$ cat src/rtl/fifo_pkg.sv
// fifo_pkg -- defaults shared by the FIFO family.
//   DEF_DATA_WIDTH : default payload width in bits
//   DEF_ADDR_WIDTH : default log2 of the storage depth
package fifo_pkg;

    localparam int DEF_DATA_WIDTH = 8;
    localparam int DEF_ADDR_WIDTH = 4;

endpackage : fifo_pkg

$ cat src/rtl/pkt_fifo_ram.sv
// pkt_fifo_ram -- storage array for pkt_fifo, distributed-RAM style.
//   clk   : write clock
//   we    : write enable
//   waddr : write address
//   wdata : write word ({last, payload})
//   raddr : read address (asynchronous read)
//   rdata : word at raddr, combinational
module pkt_fifo_ram #(
    parameter int WIDTH      = 9,
    parameter int ADDR_WIDTH = 4
) (
    input  logic                  clk,
    input  logic                  we,
    input  logic [ADDR_WIDTH-1:0] waddr,
    input  logic [WIDTH-1:0]      wdata,
    input  logic [ADDR_WIDTH-1:0] raddr,
    output logic [WIDTH-1:0]      rdata
);

    logic [WIDTH-1:0] mem [2**ADDR_WIDTH];

    // NOTE: storage has no reset; emptiness is defined by the pointers, and a
    // reset port would keep the array from mapping onto LUT RAM.
    always_ff @(posedge clk) begin
        if (we) begin
            mem[waddr] <= wdata;
        end
    end

    assign rdata = mem[raddr];

endmodule : pkt_fifo_ram

$ cat src/rtl/pkt_fifo.sv
// pkt_fifo -- packet FIFO with speculative write and commit-on-last.
// Words of a packet become readable only when the word carrying wr_last is
// written; wr_drop rolls the speculative pointer back to the last commit.
//   clk, rst              : clock, asynchronous active-high reset
//   din, wr_en, wr_last   : write word, strobe, end-of-packet (commits)
//   wr_drop               : discard the uncommitted packet in progress
//   full, almost_full     : space flags (speculative words included)
//   wr_count              : words held, speculative included
//   dout, dout_last       : read word and its last flag
//   rd_en                 : read strobe
//   empty, almost_empty   : committed-data flags
//   rd_count              : committed words readable
//   pkt_count             : complete packets held
//   overflow, underflow   : one-cycle pulses for rejected write / read
module pkt_fifo
    import fifo_pkg::*;
#(
    parameter int DATA_WIDTH = DEF_DATA_WIDTH,
    parameter int ADDR_WIDTH = DEF_ADDR_WIDTH,
    parameter int FWFT_EN    = 1,
    parameter int AF_THRESH  = (1 << ADDR_WIDTH) - 2,
    parameter int AE_THRESH  = 1
) (
    input  logic                  clk,
    input  logic                  rst,
    input  logic [DATA_WIDTH-1:0] din,
    input  logic                  wr_en,
    input  logic                  wr_last,
    input  logic                  wr_drop,
    output logic                  full,
    output logic                  almost_full,
    output logic [ADDR_WIDTH:0]   wr_count,
    output logic [DATA_WIDTH-1:0] dout,
    output logic                  dout_last,
    input  logic                  rd_en,
    output logic                  empty,
    output logic                  almost_empty,
    output logic [ADDR_WIDTH:0]   rd_count,
    output logic [ADDR_WIDTH:0]   pkt_count,
    output logic                  overflow,
    output logic                  underflow
);

    localparam logic [ADDR_WIDTH:0] PTR_ONE = 1;

    // Pointers carry one extra MSB so full and empty are distinguishable.
    logic [ADDR_WIDTH:0] rptr;
    logic [ADDR_WIDTH:0] wptr_c;
    logic [ADDR_WIDTH:0] wptr_s;
    logic [ADDR_WIDTH:0] wptr_s_inc;

    logic [DATA_WIDTH:0] rd_word;
    logic [DATA_WIDTH:0] last_rd_q;

    logic write_ok;
    logic read_ok;
    logic commit;
    logic pkt_out;

    assign empty = (rptr == wptr_c);
    assign full  = (wptr_s[ADDR_WIDTH] != rptr[ADDR_WIDTH]) &&
                   (wptr_s[ADDR_WIDTH-1:0] == rptr[ADDR_WIDTH-1:0]);

    assign wr_count = wptr_s - rptr;
    assign rd_count = wptr_c - rptr;

    assign almost_full  = (int'(wr_count) >= AF_THRESH);
    assign almost_empty = (int'(rd_count) <= AE_THRESH);

    // A drop in the same cycle wins over the write.
    assign write_ok   = wr_en & ~full & ~wr_drop;
    assign read_ok    = rd_en & ~empty;
    assign commit     = write_ok & wr_last;
    assign pkt_out    = read_ok & rd_word[DATA_WIDTH];
    assign wptr_s_inc = wptr_s + PTR_ONE;

    pkt_fifo_ram #(
        .WIDTH      (DATA_WIDTH + 1),
        .ADDR_WIDTH (ADDR_WIDTH)
    ) u_ram (
        .clk   (clk),
        .we    (write_ok),
        .waddr (wptr_s[ADDR_WIDTH-1:0]),
        .wdata ({wr_last, din}),
        .raddr (rptr[ADDR_WIDTH-1:0]),
        .rdata (rd_word)
    );

    // NOTE: all state below uses non-blocking assignments so every register
    // samples the pre-edge values, which is what makes simultaneous
    // read/write at full or empty resolve on the old state.
    always_ff @(posedge clk or posedge rst) begin
        if (rst) begin
            rptr      <= '0;
            wptr_c    <= '0;
            wptr_s    <= '0;
            pkt_count <= '0;
            last_rd_q <= '0;
            overflow  <= 1'b0;
            underflow <= 1'b0;
        end else begin
            if (wr_drop) begin
                wptr_s <= wptr_c;
            end else if (write_ok) begin
                wptr_s <= wptr_s_inc;
                if (wr_last) begin
                    wptr_c <= wptr_s_inc;
                end
            end

            if (read_ok) begin
                rptr      <= rptr + PTR_ONE;
                last_rd_q <= rd_word;
            end

            // Commit and last-word read in one cycle cancel out.
            case ({commit, pkt_out})
                2'b10:   pkt_count <= pkt_count + PTR_ONE;
                2'b01:   pkt_count <= pkt_count - PTR_ONE;
                default: pkt_count <= pkt_count;
            endcase

            overflow  <= wr_en & full & ~wr_drop;
            underflow <= rd_en & empty;
        end
    end

    // FWFT shows the head word while data is present; otherwise (and always
    // in registered mode) the output is the last word actually read.
    assign {dout_last, dout} = ((FWFT_EN != 0) && !empty) ? rd_word : last_rd_q;

endmodule : pkt_fifo
$ cat config.mk
export PLATFORM = sky130hd
export DESIGN_NAME = pkt_fifo
export DESIGN_NICKNAME = d
export VERILOG_FILES = /design/src/rtl/fifo_pkg.sv /design/src/rtl/pkt_fifo_ram.sv /design/src/rtl/pkt_fifo.sv
export SDC_FILE = /design/constraint.sdc
export NUM_CORES = 1
export LEC_CHECK = 0
export CAP_MARGIN = 10
export CORE_MARGIN = 5
export CORE_UTILIZATION = 39
export DETAILED_ROUTE_END_ITERATION = 12
export HOLD_SLACK_MARGIN = 0.08
export PLACE_DENSITY = 0.67
export REMOVE_ABC_BUFFERS = 1
export SLEW_MARGIN = 20
export SYNTH_ARGS = -nofsm -noshare
export SYNTH_HDL_FRONTEND = slang
export SYNTH_SLANG_ARGS = --single-unit
$ cat constraint.sdc
create_clock -name clk -period 3.5 [get_ports clk]
set_clock_uncertainty 0.15 [all_clocks]
set_input_delay 0.875 -clock clk [delete_from_list [all_inputs] [get_ports clk]]
set_output_delay 0.875 -clock clk [all_outputs]
set_load 0.1 [all_outputs]
## After elaboration in Yosys (flattened, before gate mapping)

Memory sizes are Yosys's and may differ from the RTL's.
Cells that the tools add are included.

- $add $sub $neg: 6
- $lt $le $gt $ge: 2
- Eq/ne operators: 5
- Muxes and demuxes: 6
- Bitwise gates (word level): 11
- Reduce and logical (&&, ||, !) cells: 4

Operators with widths:

| kind | count |
|---|---|
| $add 5x1->5 const B | 3 |
| $mux 5 | 2 |
| $pmux 5 s2 | 1 |
| $sub 5x5->5 | 2 |
| $mux 9 | 1 |
| $and 1x1->1 | 8 |
| $eq 5x5->1 | 1 |
| $ge 5x4->1 const B | 1 |
| $le 5x1->1 const B | 1 |
| $sub 5x1->5 const B | 1 |
| $eq 4x4->1 | 1 |
| $reduce_bool 2->1 | 2 |
| $not 1->1 | 3 |
| $reduce_and 3->1 | 1 |
| $eq 2x1->1 const B | 1 |
| $eq 2x2->1 const B | 1 |
| $mux 1 | 2 |
| $logic_and 1x1->1 | 1 |
| $ne 1x1->1 | 1 |

- Register bits after elaboration: 31
- Bits in writable memories: 144
- Input bits: 14
- Output and inout port bits: 30
- Memories: 1

Memory list:

| name | words | bits a word | rd ports | clocked after Yosys merged registers in | write ports | RTL line | source |
|---|---|---|---|---|---|---|---|
| u_ram.mem | 16 | 9 | 1 | 0 | 1 | pkt_fifo_ram.sv:20 | `logic [WIDTH-1:0] mem [2**ADDR_WIDTH];` |

## Longest topological paths before layout

- Word-level depth: 8
- Gate-level depth with buffers: 15
- Gate-level depth less buffers: 12

## By module

Synthesis repeated with hierarchy kept, for this count alone.

- Cell total of the unflattened synthesis: 431
- Area total of the unflattened synthesis: 7616.1 um^2

By module, submodules not included:

| module | times used | cells an instance | area an instance (um^2) |
|---|---|---|---|
| pkt_fifo_ram | 1 | 245 | 5600.4 |
| pkt_fifo | 1 | 186 | 2015.7 |

## Least setup slack after synthesis

No wires, ideal clock.

- Path kind: flip-flop to output port
- From: reg rptr[1]
- To: out almost_full
- Arrival: 5.135 ns
- Data required time: 2.475 ns
- Setup slack: -2.660 ns
- Cell stages (with the launch flop): 7
- Path through: dfrtp_1 -> buf_6 -> inv_2 -> fa_1 -> xor2_1 -> nand2_1 -> o31ai_1

- Longest elaborated chain between the ends: 2

Ends and longest elaborated chain:

| item | RTL line | source |
|---|---|---|
| start, declared | pkt_fifo.sv:47 | `logic [ADDR_WIDTH:0] rptr;` |
| start signal, assigned | pkt_fifo.sv:112 | `rptr <= rptr + PTR_ONE;` |
| $sub 5x5->5 | pkt_fifo.sv:64 | `assign wr_count = wptr_s - rptr;` |
| named net wr_count[2] | pkt_fifo.sv:32 | `output logic [ADDR_WIDTH:0] wr_count,` |
| $ge 5x4->1 | pkt_fifo.sv:67 | `assign almost_full = (int'(wr_count) >= AF_THRESH);` |
| end, declared | pkt_fifo.sv:31 | `output logic almost_full,` |

The timed path passes the listed nets, and every way through them passes these cells.

## Worst setup path in the final report

- From: reg rptr[0]
- To: out dout[6]

- Longest elaborated chain between the ends: 2
- Elaborated cells between the ends (all ways): 3
- Those cells by class: eq/ne: 1; mux: 1; memory: 1

Ends and longest elaborated chain:

| item | RTL line | source |
|---|---|---|
| $mem_v2 16x9 or $eq 5x5->1 (tied branches) | -- |  |
| $mux 9 * | pkt_fifo.sv:130 | `assign {dout_last, dout} = ((FWFT_EN != 0) && !empty) ? rd_word : last_rd_q;` |
| end, declared | pkt_fifo.sv:33 | `output logic [DATA_WIDTH-1:0] dout,` |

Mark *: on every way between the ends. The rest lies on a longest branch, timed or not.

==> impl_results.md <==
* Via/cell ratio at 5.157
* RePlAce Congestion at slightly above 0.8
* Slew HR at roughly 52%
* Unrepaired setup endpoints after global routing: true
* Worst min path class: flop to flop
* Yosys top cell by area: edfxtp_1
* Slew @ Worst Pin at 0.7225 ns
* CTS sink count at 175
* Top-area cell type share of the netlist area at 56.44%
* First-pass GRT wire length at ~25 mm
* FP Rows at 51
* Pre-antenna DRT Iters at 5
* Data arrival, critical path at roughly 2.4 ns
* Vias at 4239
* Max_cap viols at 0
* H-tree levels at 4
* Yosys synthesis warning count at 0
* Hold Buf Count CTS at 0
* Synth top area cells: edfxtp_1 56%, dfrtp_1 10%, mux4_2 10%
* Crit path max fanout at 14
* Slew Viols, Final at 0
* Buffers on Ports at 43
* Clk slew on worst S/H paths at ~0.07 ns
* Total CTS buffers at 17
* Final setup margin at 0.06539 ns
* Top Metal Used: met4
* Syn Inst Count at 450
* Wire per inst at between 20 and 25 um
* Met3 wire length at 1.025 mm
* GRT Overall Usage at approximately 15%
* Min cycle time layout at 3.435 ns
* CTS tree: built
* Final hold viol count at 0
* R2R Path End: pkt_count[4]
* Final instance area at 0.009649 mm^2
* Worst skew pair latency at about 0.43 ns
* Filler cell count at 1666
* N_diodes at 0
* CP Launch Type: flop
* Syn_area_per_cell at 17.02 um^2
* Run status: finished, final reports clean
* Placed cell areas at slightly below 0.009 mm^2
* DP Worst Slack at 0.07586 ns
* Hold Startpoint: last_rd_q[3]
* CP Capture Type: output port
* Post-DRT Antenna Nets at 0
* Cell variety after synth at 53
* Area delta synth->final at 25.95%
* WL met2 at 8.337 mm
* Post-synth design cell area at 0.007661 mm^2
* Clk root buf: clkbuf_16
* Die Area at 0.02255 mm^2
* Final setup violation count at 0
* Hold-critical path depth at 2
* Most frequent CP cell: buf_12
* Metal-1 WL at 7.048 mm
* Most common cell after layout, fill and taps aside: edfxtp_1
* Critical path class: flop to output port
* Die H at 150.2 um
* CTS max path bufs at 2
* Die Width at 150.2 um
* Fmax at 291.2 MHz
* Data required time of the worst path at between 2 and 2.5 ns
* Initial antenna violation count at 0
* Reg2Reg Setup Slack at 0.19 ns
* Vias in the first global route at ~4400
* Overflow after GRT at 0
* DRC Markers at 0
* Slowest-stage cell, CP: dfrtp_2
* Worst path max stage delay at 0.47 ns
* Worst reg2reg startpoint: rptr[0]
* Nets@finish at 576
* Post-synth ARST share at 17.71%
* Main synth FF type: edfxtp_1
* Share of layout cells above drive strength 1 at 33.03%
* EDFF count, synth at 144
* Final Cycle Share at 98.13%
* Worst-path cell chain: buf_4 > buf_12 > mux4_2 > mux2i_1 > mux2_2 > o21ai_1 > buf_12
* FF+latch count, synth at between 150 and 200
* Post-DP HPWL at 10.80 mm
* Ports at 44
* Hold-critical path endpoint: last_rd_q[3]
* Final core occ at 49.74%
* Setup TNS at 0 ns
* Most frequent cells in the layout: 144 x edfxtp_1, 51 x buf_4, 34 x mux4_2
* Number of DRC markers in iteration 0 at 327
* Starting Density at 39.49%
* Worst r2r path cells at 12
* Post-synthesis sequential area ratio at between 60% and 70%
* Core footprint at around 0.019 mm^2
* Maximum number of pins on one net before global-route repair at 38
* Routed wire length at 16.62 mm
final cells by class:
class | instances | area [um^2] | share of cell area [%]
Sequential cell | 175 | 5102 | 52.88
Multi-Input combinational cell | 241 | 2492 | 25.83
Timing Repair Buffer | 93 | 1081 | 11.20
Clock buffer | 17 | 425.4 | 4.409
Tap cell | 265 | 331.6 | 3.436
Clock inverter | 15 | 156.4 | 1.621
Inverter | 16 | 60.06 | 0.6224
stage by stage:
step                      hold WS [ns]  instances
after floorplan                 0.2996        432
after global placement          0.3108        778
after detailed placement        0.3248        778
after CTS                       0.3399        815
after global routing            0.3608        822
final                           0.3374        822
critical path, delay by kind of cell (launching register included):
family	cells	cell delay [ns]
flip-flops	1	0.47
AO/OA/AOI/OAI	1	0.28
multiplexers	3	0.69
buffers and inverters	3	0.54
what timing repair did:
action,in CTS,in global routing
resized for setup,12,22
endpoints found under the setup margin,13,14
setup buffers,5,7
pin swaps,2,5
gates cloned,0,0
cell families after synthesis:
kind of cell / after synthesis / share of synthesized area (%)
flip-flops: 175 / 66.57
multiplexers: 67 / 14.93
adder cells (fa/ha/maj): 18 / 3.136
XOR/XNOR: 22 / 2.858
buffers and inverters: 34 / 2.400
AO/OA/AOI/OAI: 54 / 4.377
AND/OR/NAND/NOR: 80 / 5.733
how the worst max path moves through the flow:
stage,depth (start not counted),start,to,slack (ns)
after detailed placement,11,wr_en,pkt_count[4],0.08
after global placement,11,wr_en,pkt_count[4],0.05
after global routing,7,rptr[0],almost_empty,-0.04
after CTS,8,rptr[1],almost_full,0.002
final,7,rptr[0],dout[6],0.07
after floorplan,6,rptr[0],almost_full,-3.46
flip-flops by register name (all words and copies together) (netlist names):
signal / count
u_ram.mem: 144
overflow: 1
last_rd_q: 9
underflow: 1
wptr_c: 5
rptr: 5
wptr_s: 5
pkt_count: 5
layer usage:
layer | global-route usage [%] | vias up
li1 | - | 1925
met1 | 20.23 | 2163
met2 | 25.79 | 134
met3 | 3.552 | 17
met4 | 4.300 | 0
met5 | 0 | -
cells in the mapped netlist, drive strengths merged (6+ instances only):
cell type  instances
ha                16
xor2              11
o211ai             6
nor2b              6
xnor2             11
o21ai             33
mux2i             19
nor2               7
and2              15
mux4              36
clkbuf             6
inv               16
buf               12
edfxtp           144
mux2              12
dfrtp             31
nand2             28
Power is left out: the tool's default activity adds up to more than one toggle a clock period on the data nets, which glitch-free logic cannot reach.
